### config.mk
export PLATFORM = sky130hd
export DESIGN_NAME = mult_div_seq
export DESIGN_NICKNAME = d
export VERILOG_FILES = /design/src/rtl/mult_div_pkg.sv /design/src/rtl/mult_div_seq.sv
export SDC_FILE = /design/constraint.sdc
export NUM_CORES = 1
export LEC_CHECK = 0
export BUFFER_PORTS_ARGS = -buffer_cell sky130_fd_sc_hd__buf_2
export CAP_MARGIN = 20
export CORE_AREA = 2 2 142 248
export CTS_BUF_LIST = sky130_fd_sc_hd__clkbuf_8
export DETAILED_ROUTE_END_ITERATION = 10
export DIE_AREA = 0 0 144 250
export GPL_ROUTABILITY_DRIVEN = 0
export PLACE_DENSITY = 0.54
export SLEW_MARGIN = 15
export SYNTH_ARGS = -nofsm -noshare
export SYNTH_HDL_FRONTEND = slang
export SYNTH_SLANG_ARGS = --single-unit
### constraint.sdc
create_clock -name clk -period 5.4 [get_ports clk]
set_input_delay 1.35 -clock clk [delete_from_list [all_inputs] [get_ports clk]]
set_output_delay 1.35 -clock clk [all_outputs]
set_load 0.005 [all_outputs]
### src/rtl/mult_div_pkg.sv
// Shared op encodings and FSM state codes for the
// iterative multiply/divide engine and its control FSM.
package mult_div_pkg;

   localparam logic [1:0] OP_MULT  = 2'b00;
   localparam logic [1:0] OP_MULTU = 2'b01;
   localparam logic [1:0] OP_DIV   = 2'b10;
   localparam logic [1:0] OP_DIVU  = 2'b11;

   typedef logic [1:0] stateT;

   localparam stateT IDLE = 2'd0;
   localparam stateT CALC = 2'd1;
   localparam stateT FIX  = 2'd2;

endpackage

### src/rtl/mult_div_seq.sv
// Shared shift-add multiplier / restoring divider, one bit per cycle,
// with start/busy/done handshake, abort and divide-by-zero flag.
module mult_div_seq
   import mult_div_pkg::*;
#(
   parameter int WIDTH = 32
) (
   input  logic             clk,
   input  logic             reset,
   input  logic             start,
   input  logic [1:0]       op,
   input  logic [WIDTH-1:0] a,
   input  logic [WIDTH-1:0] b,
   input  logic             abort,
   output logic             busy,
   output logic             done,
   output logic             div_zero,
   output logic [WIDTH-1:0] hi,
   output logic [WIDTH-1:0] lo
);

   localparam int CNTW = $clog2(WIDTH) + 1;
   localparam logic [CNTW-1:0] LASTCNT = CNTW'(WIDTH - 1);

   stateT            state;
   logic [CNTW-1:0]  count;
   logic             opDiv;
   logic             qSign;
   logic             rSign;
   logic             zeroFlag;
   logic [WIDTH:0]   accHi;
   logic [WIDTH-1:0] accLo;
   logic [WIDTH-1:0] opB;

   logic             signedOp;
   logic             divOp;
   logic             aNeg;
   logic             bNeg;
   logic [WIDTH-1:0] aMag;
   logic [WIDTH-1:0] bMag;
   logic             accept;
   logic             bZero;

   assign signedOp = (op == OP_MULT) || (op == OP_DIV);
   assign divOp    = (op == OP_DIV) || (op == OP_DIVU);
   assign aNeg     = signedOp & a[WIDTH-1];
   assign bNeg     = signedOp & b[WIDTH-1];
   assign aMag     = aNeg ? -a : a;
   assign bMag     = bNeg ? -b : b;
   assign bZero    = (b == '0);
   assign accept   = (state == IDLE) && start && !abort;

   // Multiply: accLo holds the remaining multiplier bits, accHi the running sum
   logic [WIDTH:0] addend;
   logic [WIDTH:0] mulSum;

   assign addend = accLo[0] ? {1'b0, opB} : '0;
   assign mulSum = accHi + addend;

   // Divide: accHi is the partial remainder, accLo shifts dividend out / quotient in
   logic [WIDTH:0]   shifted;
   logic [WIDTH+1:0] diff;
   logic             fits;

   assign shifted = {accHi[WIDTH-1:0], accLo[WIDTH-1]};
   assign diff    = {1'b0, shifted} - {2'b00, opB};
   assign fits    = !diff[WIDTH+1];

   logic [2*WIDTH-1:0] prodMag;
   logic [2*WIDTH-1:0] prodRes;
   logic [WIDTH-1:0]   quo;
   logic [WIDTH-1:0]   remd;

   assign prodMag = {accHi[WIDTH-1:0], accLo};
   assign prodRes = qSign ? -prodMag : prodMag;
   assign quo     = qSign ? -accLo : accLo;
   assign remd    = rSign ? -accHi[WIDTH-1:0] : accHi[WIDTH-1:0];

   always_ff @(posedge clk) begin
      if (reset) begin
         state    <= IDLE;
         count    <= '0;
         opDiv    <= 1'b0;
         qSign    <= 1'b0;
         rSign    <= 1'b0;
         zeroFlag <= 1'b0;
         accHi    <= '0;
         accLo    <= '0;
         opB      <= '0;
         busy     <= 1'b0;
         done     <= 1'b0;
         div_zero <= 1'b0;
         hi       <= '0;
         lo       <= '0;
      end else begin
         done <= 1'b0;
         if (abort && state != IDLE) begin
            state <= IDLE;
            busy  <= 1'b0;
         end else begin
            case (state)
               IDLE: begin
                  if (accept) begin
                     opDiv    <= divOp;
                     qSign    <= aNeg ^ bNeg;
                     rSign    <= aNeg;
                     zeroFlag <= divOp && bZero;
                     div_zero <= 1'b0;
                     busy     <= 1'b1;
                     count    <= '0;
                     accHi    <= '0;
                     accLo    <= aMag;
                     opB      <= bMag;
                     state    <= (divOp && bZero) ? FIX : CALC;
                  end
               end
               CALC: begin
                  if (opDiv) begin
                     accHi <= fits ? diff[WIDTH:0] : shifted;
                     accLo <= {accLo[WIDTH-2:0], fits};
                  end else begin
                     accHi <= {1'b0, mulSum[WIDTH:1]};
                     accLo <= {mulSum[0], accLo[WIDTH-1:1]};
                  end
                  count <= count + 1'b1;
                  if (count == LASTCNT) state <= FIX;
               end
               FIX: begin
                  state    <= IDLE;
                  busy     <= 1'b0;
                  done     <= 1'b1;
                  div_zero <= zeroFlag;
                  if (!zeroFlag) begin
                     if (opDiv) begin
                        hi <= remd;
                        lo <= quo;
                     end else begin
                        hi <= prodRes[2*WIDTH-1:WIDTH];
                        lo <= prodRes[WIDTH-1:0];
                     end
                  end
               end
               default: begin
                  state <= IDLE;
                  busy  <= 1'b0;
               end
            endcase
         end
      end
   end

endmodule

# --- After elaboration in Yosys (flattened, before gate mapping) ---
# Cells that the tools add are included.
totals:
  inputBits: 70
  reg_bits: 176
  output_inout_bits: 67
classes:
  muxes: 26
  n_eq_ne: 7
  addsub: 8
  n_bitwise: 6
  reduce_logical: 21
op_table:
  columns: ["operator", "n"]
  rows:
  - ["$mux 32", 9]
  - ["$neg 32->32", 4]
  - ["$mux 33", 3]
  - ["$pmux 33 s2", 1]
  - ["$mux 64", 1]
  - ["$neg 64->64", 1]
  - ["$pmux 32 s2", 1]
  - ["$sub 33x32->34", 1]
  - ["$add 33x32->33", 1]
  - ["$logic_not 32->1", 1]
  - ["$pmux 6 s2", 1]
  - ["$reduce_and 3->1", 4]
  - ["$add 6x1->6 const B", 1]
  - ["$eq 2x2->1 const B", 3]
  - ["$eq 6x5->1 const B", 1]
  - ["$mux 2", 3]
  - ["$mux 6", 1]
  - ["$reduce_bool 2->1", 3]
  - ["$logic_and 1x1->1", 4]
  - ["$logic_not 2->1", 2]
  - ["$ne 2x2->1 const B", 2]
  - ["$pmux 1 s2", 2]
  - ["$pmux 2 s2", 1]
  - ["$reduce_and 2->1", 2]
  - ["8 further kinds", 15]

# --- Depth between registers and ports, before layout ---
# Gate-level depths: netlist of run 1.
depth:
  ltp_word: 6
  depth_mapped: 14

# --- Worst setup path before layout of run 1 ---
# No wires, ideal clock.
synth_timing:
  path_kind: "input -> register"
  from: "in a[2]"
  to: "reg accLo[20]"
  setup_ns: 0.132
  path_stages: 9
  required_time_ns: 5.268
  path_slack_ns: 1.796
  arrival_ns: 3.472
  path_cell_list: "nor2_1 > nand3_1 > nor3_1 > nand2_1 > o41ai_1 > o21ai_0 > xor2_1 > a211oi_1 > nor3_1"
synth_via:
  elab_chain_len: 4
synth_lines:
  columns: ["item", "line", "text"]
  rows:
  - ["from (decl)", "mult_div_seq.sv:12", "input logic [WIDTH-1:0] a,"]
  - ["$neg 32->32", "mult_div_seq.sv:48", "assign aMag = aNeg ? -a : a;"]
  - ["$mux 32", "mult_div_seq.sv:48", null]
  - ["$mux 32", "mult_div_seq.sv:103", "if (accept) begin"]
  - ["$pmux 32 s2", "mult_div_seq.sv:101", "case (state)"]
  - ["to (signal assigned)", "mult_div_seq.sv:112", "accLo <= aMag;"]
  - ["to (signal assigned)", "mult_div_seq.sv:120", "accLo <= {accLo[WIDTH-2:0], fits};"]
  - ["to (signal assigned)", "mult_div_seq.sv:123", "accLo <= {mulSum[0], accLo[WIDTH-1:1]};"]
  - ["to (decl)", "mult_div_seq.sv:32", "logic [WIDTH-1:0] accLo;"]
# No other way between the ends. The select of a mux whose other input is x is not followed.
# A chain may end at the register's enable or synchronous reset.

# --- Worst setup path after layout of run 1 ---
layout_timing:
  from: "reg accLo[0]"
  to: "reg accHi[29]"
layout_via:
  elab_chain_len: 4
layout_lines:
  columns: ["item", "line", "text"]
  rows:
  - ["$mux 32", "mult_div_seq.sv:57", "assign addend = accLo[0] ? {1'b0, opB} : '0;"]
  - ["$add 33x32->33", "mult_div_seq.sv:58", "assign mulSum = accHi + addend;"]
  - ["$mux 33", "mult_div_seq.sv:118", "if (opDiv) begin"]
  - ["$pmux 33 s2", "mult_div_seq.sv:101", null]
  - ["to (signal assigned)", "mult_div_seq.sv:119", "accHi <= fits ? diff[WIDTH:0] : shifted;"]
  - ["to (signal assigned)", "mult_div_seq.sv:122", "accHi <= {1'b0, mulSum[WIDTH:1]};"]
  - ["to (decl)", "mult_div_seq.sv:31", "logic [WIDTH:0] accHi;"]
# No other way between the ends.

==> results by group, run 1 <==
Timing
  • Clock Skew: 0.01863 ns
  • Worst setup margin: about 1.0 ns
  • Worst Tran Pin Value: 0.9889 ns
  • Hold_ws: 0.4524 ns
  • Tcrit/Tclk final: 0.8123
  • Final setup TNS: 0 ns
  • Final hold violation count: 0
  • Max transition margin: 0.3394
  • Max Freq: approximately 230 MHz
  • Slew Limit Fails: 0
  • Final Setup Violations: 0
  • RSZ-0062 raised after global routing: false
  • Final critical-path required period: 4.386 ns

Global route
  • GRT Util Overall: 0.2663
  • Initial antenna violation count: 3
  • First-pass GRT wire length: 74.08 mm
  • Routing usage on met1: 0.2746
  • Met2 GRT Util: 0.4731
  • Largest net degree at the start of global routing: 92
  • Grt total ovfl: 0
  • Met3 GRT Util: 0.03511
  • Via count of the first global-routing pass: 13.43k
  • Grt peak-use layer: met2

Synthesis
  • Synth Register Bits: 176
  • Adder-Cell Fraction of Synth Area: 0.06694
  • Mux contribution to synthesized area: 0.03866
  • Synth Area in Simple Gates: 0.2160
  • Mapped Nets: 1960
  • Async S/R FF share, synth: 0
  • XOR/XNOR Fraction of Synth Area: 0.1077
  • Area leader, netlist: dfxtp_1
  • Avg Cell Area, Syn: 7.419 µm²
  • Main flop type after synthesis: dfxtp_1
  • Largest family of logic cells by synthesized area: compound AO/OA/AOI/OAI gates
  • Number of flops mapped to enable cells by yosys: 0
  • Synth Warn #: 0
  • Synthesized instance count: 1819
  • Synth Area in Compound Gates: 0.2591
  • Unique masters post-synth: 73
  • Synthesized area: 13500 µm²
  • Top post-synthesis cells by area: dfxtp_1, ha_1, a21oi_1
  • Register area share after synthesis: 0.2611
  • Area share of the largest cell type after synthesis: 0.2611

Setup path
  • Register-to-Register Path Depth: 12
  • Critical path's largest stage delay: about 0.58 ns
  • Reg2Reg Capture Point: accHi[29]
  • Reg-to-reg setup timing slack: ~1 ns
  • Worst Path Arrival: around 4.8 ns
  • Worst path buffer plus inverter count: 1
  • Worst path top cell family by delay: compound AO/OA/AOI/OAI gates
  • Startpoint Class: flop
  • CP Max Fanout: 7
  • Critical path, cell by cell: inv_1 -> nor2_1 -> ha_1 -> nor2b_1 -> o31ai_1 -> a211oi_1 -> or3_1 -> a31o_2 -> a221oi_1 -> o41ai_1 -> xnor2_1 -> o211ai_1
  • CP Data Required Time: 5.77 ns
  • CP Class: reg2reg
  • CP max-delay cell: dfxtp_1
  • R2R Path Start: accLo[0]
  • Worst Setup End Kind: flop

Routing
  • DRT Wirelength: 47.36 mm
  • Residual DRC: 0
  • Via density: roughly 5.7
  • DRT iter0 DRCs: 818
  • DR vias: 13.47k
  • Post-route ant nets: 0
  • WL/cell: 20.08 µm
  • DRT Pass-1 Iters: 7

Worst hold path
  • Hold Startpoint: hi[17]
  • Hold Path Sink: hi[17]
  • Hold Path Stages: 2
  • Worst Hold Class: reg2reg

CTS
  • Clk buf depth: 2
  • Num CTS Buffers: 17
  • CTS root buffer: clkbuf_8
  • CTS sink count: 176
  • Hold_buf cts: 0
  • CTS resizes: 0
  • Clock latency on the worst-skew pair: 0.51 ns
  • Clock H-tree levels: 4
  • CTS tree: built
  • Clock transition at path regs: 0.11 ns
  • Setup Fix Bufs, Post-CTS: 0

Floorplan
  • Top Ports: 137
  • Die Footprint: about 36000 µm²
  • Chip width: around 140 µm
  • Initial Util: 0.3955
  • Core ar.: 34120 µm²
  • Die height: 250 µm
  • Cell Rows: 90

Cells and area
  • Area of the multi-input gates: 9326 µm²
  • Final Net Count: 2028
  • Layout cells sized above 1: 0.1128
  • Fillcell total: about 3.6k
  • Layout overhead on the synthesized area: 10.62%
  • Register area: 3525 µm²
  • Final instance area: 14930 µm²

Outcome
  • Status: finished, final reports clean

Placed design
  • HPWL after DPL: between 30 and 40 mm
  • Pre-CTS WS: between 1 and 1.5 ns
  • Port buffer count: 136
  • Post-DP Area: 14560 µm²

Power and ir drop
  • Total power: around 3100 µW
  • LEAKAGE: between 0.005 and 0.006 µW
  • VDD IR max: 0.1702 mV
  • Power Dens Cells: 207.7 nW/µm²

Job
  • Total of max-cap violations: 0
[registers in the layout, indices dropped and copies added (netlist names)]
name / flops
busy: 1
div_zero: 1
done: 1
accHi: 33
lo: 32
opDiv: 1
accLo: 32
rSign: 1
hi: 32
qSign: 1
opB: 32
state: 2
zeroFlag: 1
count: 6
[layout make-up]
| cell class | instances | share of cell area |
|---|---|---|
| multi-input cells | 1466 | 0.6247 |
| flip-flops and latches | 176 | 0.2361 |
| repair buffers | 159 | 0.05900 |
| well taps | 460 | 0.03855 |
| inverters | 67 | 0.01685 |
| clock buffers | 18 | 0.01659 |
| clock inverters | 11 | 0.008046 |
| diodes | 1 | 0.0001676 |
[worst reg2reg max path, stage by stage, from the launching register on]
cell      delay, ns
dfxtp_1        0.58
inv_1          0.21
nor2_1         0.17
ha_1           0.29
nor2b_1        0.16
o31ai_1        0.57
a211oi_1       0.27
or3_1          0.45
a31o_2         0.31
a221oi_1       0.57
o41ai_1        0.21
xnor2_1        0.35
o211ai_1       0.14
[logic make-up after synthesis]
group / Yosys count
compound gates: 545
xor+xnor: 166
fa+ha+maj: 71
buf+inv: 177
flops: 176
mux: 52
simple gates: 632
[power by group]
part,total [µW],internal [µW],switching (µW)
clock,941,384,557
sequential,1420,1350,73.6
combinational,741,279,461
total,3100,2010,1090
[routing by layer]
| layer | part of all wire | wire length, µm | vias to the layer above |
|---|---|---|---|
| li1 | - | - | 6660 |
| met1 | 0.36 | 17000 | 6308 |
| met2 | 0.51 | 24270 | 365 |
| met3 | 0.037 | 1774 | 128 |
| met4 | 0.090 | 4285 | 4 |
| met5 | 0.00051 | 24 | - |
[cell usage after synthesis (4+ instances only)]
library cell and n:
o21ai_0 104, or3_1 26, nor2_1 198, o31ai_1 25
or2_2 6, nor3b_1 8, nand2_1 215, a211oi_1 71
clkbuf_1 98, nand3_1 23, mux2i_1 51, and2_1 11
xor2_1 86, nor4_1 15, ha_1 69, nand4_1 15
o221ai_1 9, o41ai_1 9, a311oi_1 5, nand3b_1 4
o21bai_1 8, nor3_1 48, o211ai_1 40, xnor2_1 80
buf_2 4, dfxtp_1 176, or4_1 7, o22ai_1 4
nand2b_1 14, nor2b_1 17, a32oi_1 6, a22oi_1 11
inv_1 67, o21ai_1 9, a211o_1 6, a221oi_1 7
a31oi_1 12, a21oi_1 165, a21o_1 17, o21a_1 10
buf_1 6, and3_1 13
[placed cells by master, fill, tap and decap left out, types with 9 or more instances in the layout]
master,n
a211oi_1,71
a21o_1,17
a21oi_1,165
a22oi_1,11
a31oi_1,12
and2_1,11
and3_1,13
buf_2,135
buf_4,22
clkbuf_8,18
dfxtp_1,175
ha_1,69
inv_1,67
mux2i_1,51
nand2_1,215
nand2b_1,14
nand3_1,23
nand4_1,15
nor2_1,195
nor2b_1,16
nor3_1,48
nor4_1,15
o211ai_1,40
o21a_1,10
o21ai_0,104
o21ai_1,9
o221ai_1,9
o31ai_1,25
o41ai_1,9
or3_1,26
xnor2_1,80
xor2_1,86
[through the flow]
step,util,std cells
after floorplan,-,1819
after global placement,0.4267,2328
after detailed placement,0.4267,2328
after CTS,0.4375,2357
after global routing,0.4376,2358
final,0.4376,2358
[how the worst max path moves through the flow]
stage	depth (start not counted)	from	to	slack (ns)
4_1_cts	12	accLo[0]	accHi[29]	1.13
2_1_floorplan	9	a[2]	accLo[20]	1.80
3_5_place_dp	12	accLo[0]	accHi[29]	1.17
5_1_grt	12	accLo[0]	accHi[29]	0.90
3_3_place_gp	12	accLo[0]	accHi[29]	1.12
6_report	12	accLo[0]	accHi[29]	1.01
Power figures use the tool's default switching activity.
==> run 2, diff against run 1 <==
clock period = 4.6 ns   (was 5.4 ns; I/O delays follow)
==> results by group, run 2 (synthesized netlist as in run 1, its figures left out) <==
Outcome
  • Status: finished, final reports clean

Timing
  • Final critical-path required period: 4.023 ns
  • Worst setup margin: approximately 0.58 ns
  • Max Freq: 248.6 MHz
  • Worst Tran Pin Value: between 0.9 and 1 ns
  • Final setup TNS: 0 ns
  • Clock Skew: 0.01964 ns
  • Final Setup Violations: 0
  • Slew Limit Fails: 0
  • RSZ-0062 raised after global routing: false
  • Max transition margin: 0.3569
  • Tcrit/Tclk final: 0.8746
  • Final hold violation count: 0

CTS
  • CTS resizes: 0
  • Clock latency on the worst-skew pair: 0.52 ns
  • Clk buf depth: 2
  • Num CTS Buffers: 17
  • Setup Fix Bufs, Post-CTS: 0
  • CTS sink count: around 180
  • Clock transition at path regs: 0.11 ns
  • CTS tree: built
  • Clock H-tree levels: 4
  • CTS root buffer: clkbuf_8
  • Hold_buf cts: 0

Power and ir drop
  • LEAKAGE: 0.005915 µW
  • Power Dens Cells: 242.5 nW/µm²
  • VDD IR max: 0.2043 mV

Setup path
  • CP Max Fanout: 21
  • Reg-to-reg setup timing slack: 0.58 ns
  • CP Data Required Time: 4.98 ns
  • Worst Path Arrival: 4.40 ns
  • R2R Path Start: accLo[0]
  • CP Class: reg2reg
  • Reg2Reg Capture Point: accHi[29]
  • Startpoint Class: flop
  • Register-to-Register Path Depth: 13
  • Worst Setup End Kind: flop

Job
  • Total of max-cap violations: 0

Cells and area
  • Largest register FFs: 33
  • Biggest register: accHi
  • Final Net Count: 2038
  • Commonest non-fill, non-tap cell in the layout: nand2_1
  • Most frequent cells in the layout: nand2_1, nor2_1, dfxtp_1
  • Util after Layout: 0.4402
  • Fillcell total: 3572
  • Layout cells sized above 1: 0.1178
  • Non-filler cells, final: 2372
  • Layout overhead on the synthesized area: 11.28%

Global route
  • First-pass GRT wire length: 73.63 mm
  • Grt total ovfl: 0
  • GRT Util Overall: 0.2671
  • Initial antenna violation count: 6
  • Largest net degree at the start of global routing: 83
  • Via count of the first global-routing pass: approximately 13k

Floorplan
  • Die height: 250 µm
  • Die Footprint: about 36000 µm²
  • Initial Util: 0.3955
  • Cell Rows: 90
  • Chip width: 144 µm
  • Core ar.: 34120 µm²
  • Top Ports: between 100 and 150

Routing
  • DR vias: 13.61k
  • Post-route ant nets: 0
  • Residual DRC: 0
  • DRT Pass-1 Iters: 5
  • DRT iter0 DRCs: 878
  • DRT Wirelength: roughly 48 mm
  • Metal-1 WL: 17.40 mm
  • Via density: 5.739
  • WL met3: 1.927 mm
  • WL/cell: around 20 µm
  • Highest Signal Layer: met5
  • Met2 routed wirelength: about 25 mm

Worst hold path
  • Hold Path Sink: hi[22]
  • Worst Hold Class: reg2reg
  • Hold Startpoint: hi[22]
  • Hold Path Stages: 2

Placed design
  • HPWL after DPL: 37.56 mm
  • Port buffer count: 136
  • Cell total after placement: approximately 2.3k
  • Pre-CTS WS: 0.6998 ns
-- run 2: changes by cell type in the layout (fill, tap and decap cells not counted), moves of 2 or more --
cell        previous run  this run
buf_4                 22        32
clkinv_4               0         4
clkinv_8               0         2
clkinvlp_4             2         0
inv_1                 67        69
inv_6                  6         2
-- run 2: per-layer routing --
metal,GRT usage,vias up
li1,-,6704
met1,0.2779,6362
met2,0.4747,407
met3,0.04240,133
met4,0.1947,8
met5,0,-
-- run 2: worst max path at each step --
stage                     startpoint  slack [ns]   endpoint  cells after the start
after floorplan                 a[2]        1.20  accLo[20]                      9
after global placement      accLo[0]        0.79  accHi[29]                     13
after detailed placement    accLo[0]        0.70  accHi[29]                     13
after CTS                   accLo[0]        0.60  accHi[29]                     13
after global routing        accLo[0]        0.34  accHi[29]                     13
final                       accLo[0]        0.58  accHi[29]                     13
-- run 2: layout make-up --
class | instances | area [µm²] | share of cell area
multi-input combinational | 1466 | 9326 | 0.6210
sequential | 176 | 3525 | 0.2347
timing repair buffer | 169 | 955.9 | 0.06365
tap | 460 | 575.6 | 0.03832
inverter | 67 | 251.5 | 0.01675
clock buffer | 18 | 247.7 | 0.01650
clock inverter | 14 | 131.4 | 0.008748
antenna | 2 | 5.005 | 0.0003332
-- run 2: per-stage QoR --
step / hold slack (ns) / power, µW / instance area, µm²
floorplan: 0.4319 / 2286 / 13500
global placement: 0.4386 / 2580 / 14630
detailed placement: 0.4431 / 2587 / 14630
CTS: 0.4577 / 3673 / 15010
global route: 0.4661 / 3825 / 15020
finish: 0.4537 / 3641 / 15020
-- run 2: critical path, cell delays in order (launching register included) --
cell and delay, ns:
dfxtp_1 0.39, inv_1 0.63, nor2_1 0.12, ha_1 0.36, nor2b_1 0.16, o31ai_1 0.24
buf_4 0.19, a211oi_1 0.10, or3_1 0.40, a31o_2 0.29, a221oi_1 0.52, o41ai_1 0.17
xnor2_1 0.20, o211ai_1 0.11
-- run 2: report_power, final --
group | switching (µW) | internal [µW] | leakage [µW]
Clock | 676 | 408 | 0.000201
Sequential | 77.2 | 1580 | 0.00143
Combinational | 565 | 336 | 0.00428
Total | 1320 | 2320 | 0.00591
